## src/rtl/oldland_arb_pkg.sv

```systemverilog
// Shared state encoding and grant identifiers for the oldland memory arbiter.
package oldland_arb_pkg;

  typedef enum logic [2:0] {
    ST_IDLE    = 3'b001,
    ST_GRANT_I = 3'b010,
    ST_GRANT_D = 3'b100
  } arb_state_e;

  typedef enum logic {
    GNT_I = 1'b0,
    GNT_D = 1'b1
  } arb_grant_e;

  // Counter must be at least one bit even for a zero timeout.
  function automatic int timer_width(input int cycles);
    return ($clog2(cycles + 1) < 1) ? 1 : $clog2(cycles + 1);
  endfunction

endpackage

```

## src/rtl/oldland_arb_timer.sv

```systemverilog
// Bus-stall watchdog: counts enabled cycles, flags one cycle at the limit and
// restarts from zero.
module oldland_arb_timer
  import oldland_arb_pkg::*;
#(
  parameter int TIMEOUT_CYCLES = 255
) (
  input  logic clk,
  input  logic rst,
  input  logic clear,
  input  logic enable,
  output logic expired
);

  localparam int            CW    = timer_width(TIMEOUT_CYCLES);
  localparam logic [CW-1:0] LIMIT = CW'(TIMEOUT_CYCLES);

  logic [CW-1:0] cnt_q, cnt_d;

  assign expired = (cnt_q == LIMIT);

  always_comb begin
    cnt_d = cnt_q;
    if (clear || expired)
      cnt_d = '0;
    else if (enable)
      cnt_d = cnt_q + 1'b1;
  end

  always_ff @(posedge clk or posedge rst) begin
    if (rst) cnt_q <= '0;
    else     cnt_q <= cnt_d;
  end

endmodule

```

## src/rtl/oldland_mem_arbiter.sv

```systemverilog
// Two-port (instruction fill / data) arbiter onto a single word-addressed
// memory bus with round-robin tie break, burst lock and a stall timeout.
module oldland_mem_arbiter
  import oldland_arb_pkg::*;
#(
  parameter int TIMEOUT_CYCLES = 255
) (
  input  logic        clk,
  input  logic        rst,
  input  logic        i_access,
  input  logic [29:0] i_addr,
  output logic [31:0] i_data,
  output logic        i_ack,
  output logic        i_error,
  input  logic        d_access,
  input  logic [29:0] d_addr,
  input  logic        d_wr_en,
  input  logic [3:0]  d_bytesel,
  input  logic [31:0] d_wr_val,
  output logic [31:0] d_data,
  output logic        d_ack,
  output logic        d_error,
  output logic        m_access,
  output logic [29:0] m_addr,
  output logic        m_wr_en,
  output logic [3:0]  m_bytesel,
  output logic [31:0] m_wr_val,
  input  logic [31:0] m_data,
  input  logic        m_ack,
  input  logic        m_error
);

  arb_state_e state_q, state_d;
  arb_grant_e last_q, last_d;
  logic       gnt_i, gnt_d, granted, expired;

  assign gnt_i   = (state_q == ST_GRANT_I);
  assign gnt_d   = (state_q == ST_GRANT_D);
  assign granted = gnt_i | gnt_d;

  always_comb begin
    state_d = state_q;
    last_d  = last_q;
    unique case (state_q)
      ST_IDLE: begin
        if (i_access && d_access) begin
          // Tie goes to whoever was not served last.
          state_d = (last_q == GNT_I) ? ST_GRANT_D : ST_GRANT_I;
          last_d  = (last_q == GNT_I) ? GNT_D : GNT_I;
        end else if (i_access) begin
          state_d = ST_GRANT_I;
          last_d  = GNT_I;
        end else if (d_access) begin
          state_d = ST_GRANT_D;
          last_d  = GNT_D;
        end
      end
      ST_GRANT_I: if (!i_access) state_d = ST_IDLE;
      ST_GRANT_D: if (!d_access) state_d = ST_IDLE;
      default:    state_d = ST_IDLE;
    endcase
  end

  always_ff @(posedge clk or posedge rst) begin
    if (rst) begin
      state_q <= ST_IDLE;
      last_q  <= GNT_I;
    end else begin
      state_q <= state_d;
      last_q  <= last_d;
    end
  end

  always_comb begin
    m_access  = 1'b0;
    m_addr    = '0;
    m_wr_en   = 1'b0;
    m_bytesel = 4'b0000;
    m_wr_val  = '0;
    if (gnt_i) begin
      m_access  = i_access;
      m_addr    = i_addr;
      m_bytesel = 4'b1111;
    end else if (gnt_d) begin
      m_access  = d_access;
      m_addr    = d_addr;
      m_wr_en   = d_wr_en;
      m_bytesel = d_bytesel;
      m_wr_val  = d_wr_val;
    end
  end

  assign i_data  = m_data;
  assign d_data  = m_data;
  assign i_ack   = gnt_i & m_ack;
  assign d_ack   = gnt_d & m_ack;
  assign i_error = gnt_i & (m_error | expired);
  assign d_error = gnt_d & (m_error | expired);

  // Held at zero outside a grant, so every grant starts counting from zero.
  oldland_arb_timer #(.TIMEOUT_CYCLES(TIMEOUT_CYCLES)) u_timer (
    .clk     (clk),
    .rst     (rst),
    .clear   (~granted | m_ack | m_error),
    .enable  (granted & m_access & ~m_ack & ~m_error),
    .expired (expired)
  );

endmodule

```

## config.mk

```make
export PLATFORM = sky130hd
export DESIGN_NAME = oldland_mem_arbiter
export DESIGN_NICKNAME = d
export VERILOG_FILES = /design/src/rtl/oldland_arb_pkg.sv /design/src/rtl/oldland_arb_timer.sv /design/src/rtl/oldland_mem_arbiter.sv
export SDC_FILE = /design/constraint.sdc
export NUM_CORES = 1
export LEC_CHECK = 0
export CAP_MARGIN = 0
export CORE_AREA = 2 2 106 108
export CTS_CLUSTER_SIZE = 14
export DETAILED_ROUTE_END_ITERATION = 6
export DIE_AREA = 0 0 108 110
export HOLD_SLACK_MARGIN = 0.15
export PLACE_DENSITY = 0.6
export SLEW_MARGIN = 10
export SYNTH_ARGS = -nofsm -noshare
export SYNTH_HDL_FRONTEND = slang
export SYNTH_SLANG_ARGS = --single-unit
```

## constraint.sdc

```tcl
create_clock -name clk -period 2.25 [get_ports clk]
set_input_delay 0.225 -clock clk [delete_from_list [all_inputs] [get_ports clk]]
set_output_delay 0.225 -clock clk [all_outputs]
set_load 0.005 [all_outputs]
```

==> run metrics <==
status finished, final reports clean; Setup Viol. Count Final 0; DRT antenna net count 0; Initial DRC Count 34; Placer Congestion ~0.77; Mapped Avg Cell Area between 7 and 8 um^2; Ant. Diodes 0; largest net degree at the start of global routing between 40 and 50; layout cells sized above 1 0.0671; Crit Path Class reg2out; Post-Syn Nets ~350; fmax roughly 0.46 GHz; Lkg Pwr 1.31 nW; TritonCTS Sinks 12; cells after synthesis approximately 220; Power Total 1.79 mW; DIE AREA 11900 um^2; library cells used by synthesis 32; Final Cycle Share 0.972; Detailed Routing Iterations Pass 1 4; CTS tree yes; Worst EP required just over 2 ns; Max Slew Vio Count 0; Chip Width roughly 110 um; clock tree buffer depth 2; DR vias/cell a little over 4; number of synthesized flops with an enable pin 0; H-tree depth 1; Peak VDD IR between 0.00015 and 0.0002 V; WL/cell ~19 um; antenna violations before repair 0; commonest non-fill, non-tap cell in the layout clkdlybuf4s50_1; synthesis-stage register bit count 12; Worst Max-Slew Pin Slew between 0.6 and 0.7 ns; crit path launch type register; commonest cells after routing, fill and taps aside clkdlybuf4s50_1 (171), and2_1 (34), a22o_1 (29); crit end category primary output; Main synth FF type dfrtp_1; Async S/R FF share, synth 1.00; cell row count 38; via total after detailed routing about 1900; Initial Util 0.160; Worst EP arrival slightly below 2 ns; hold buffers post-CTS 0; Root Driver clkbuf_8; PwrDens about 540 nW/um^2; Port Buffers 174; sequential-to-total area share from yosys stat 0.176; core box area approximately 11000 um^2; Layout Nets 465; min Tclk post-route 2.19 ns; Crit Path Max Fanout 24; Layout Skew between 0.0015 and 0.002 ns; Rel. slew slack 0.574; Post-route DRC 0; Hold Path Class in2async; DIE HEIGHT between 100 and 150 um; vias in the first global route 1860; Final Hold Fails 0; Global Route Usage Sum 0.132; Area growth syn-to-layout 93.3%; WL final slightly below 9000 um; grt ovf 0; Synth Cell Area about 1700 um^2; IO Pins between 200 and 300; hpwl dp 7460 um; CTS Buf Count 3; Setup TNS 0 ns; Reg clk slew, reported paths roughly 0.06 ns; first-pass GRT wire length approximately 11000 um; Max-Cap Viols 0; YS warnings 0; Clock Latency Late Sink approximately 0.25 ns
-- area by class of cell --
class	count	area [um^2]
Tap cell	140	175
Clock buffer	4	45.0
Fill cell	1124	7390
Timing Repair Buffer	184	1870
Sequential cell	12	304
Multi-Input combinational cell	125	893
Inverter	3	11.3
-- kinds of logic after synthesis --
family	after synthesis	synth area share
adder cells (fa/ha/maj)	1	0.00732
buffers and inverters	80	0.318
AO/OA/AOI/OAI	53	0.236
flip-flops	12	0.176
AND/OR/NAND/NOR	67	0.241
XOR/XNOR	4	0.0205
-- per-stage QoR --
stage               hold WS, ns  utilization  std cells  setup WS [ns]  area [um^2]
finish                    0.304        0.309        468         0.0619         3300
global route              0.372        0.309        468      -0.000993         3300
CTS                       0.338        0.303        465         0.0119         3240
detailed placement        0.450        0.298        461          0.192         3180
global placement          0.450        0.298        461          0.202         3180
floorplan                0.0890            -        217          0.579         1710
-- worst paths after layout --
check                      startpoint               end  slack [ns]  cells past startpoint
max                        state_q[0]         m_addr[2]        0.06                      5
min                               rst  u_timer.cnt_q[5]        0.30                      2
max reg2reg                state_q[0]  u_timer.cnt_q[2]        0.44                      5
min reg2reg                    last_q            last_q        0.52                      1
max in group asynchronous         rst        state_q[0]        1.61                      2
min in group clk           m_data[24]        d_data[24]        0.45                      0
-- state kept, by name, indices dropped and copies added (netlist names) --
name and cells:
last_q 1, state_q 3, u_timer.cnt_q 8
-- Yosys cell counts, types with 4 or more instances --
master     n  area, um^2
a22o_1    30         263
and2_1    34         213
nand2_1    4        15.0
nor2_1     7        26.3
dfrtp_1   11         275
o21ai_0    5        25.0
buf_4     64         480
xor2_1     4        35.0
a21o_1     4        30.0
clkbuf_1  10        37.5
a21oi_1    8        40.0
-- per-layer routing --
metal / routed length, um / track usage
met5: 0 / 0
met1: 3100 / 0.151
met3: 666 / 0.0306
met2: 4590 / 0.220
met4: 502 / 0.0934
-- report_power, final --
group	internal, mW	switching [mW]	total [mW]
Clock	0.126	0.0894	0.215
Sequential	0.259	0.0644	0.323
Combinational	0.798	0.450	1.25
Total	1.18	0.604	1.79
-- worst max-delay path: stages (launching register included) --
cell	delay, ns
dfstp_2	0.59
nand2b_4	0.18
nor2_4	0.06
buf_12	0.16
a22o_4	0.27
clkdlybuf4s50_1	0.45
-- timing repair --
item | in CTS | in global routing
gates resized for setup | 4 | 6
gates cloned | 0 | 1
pin swaps | 0 | 0
setup buffers | 0 | 2
endpoints found under the setup margin | 29 | 31
No activity file was read; power rests on OpenSTA's default activity.
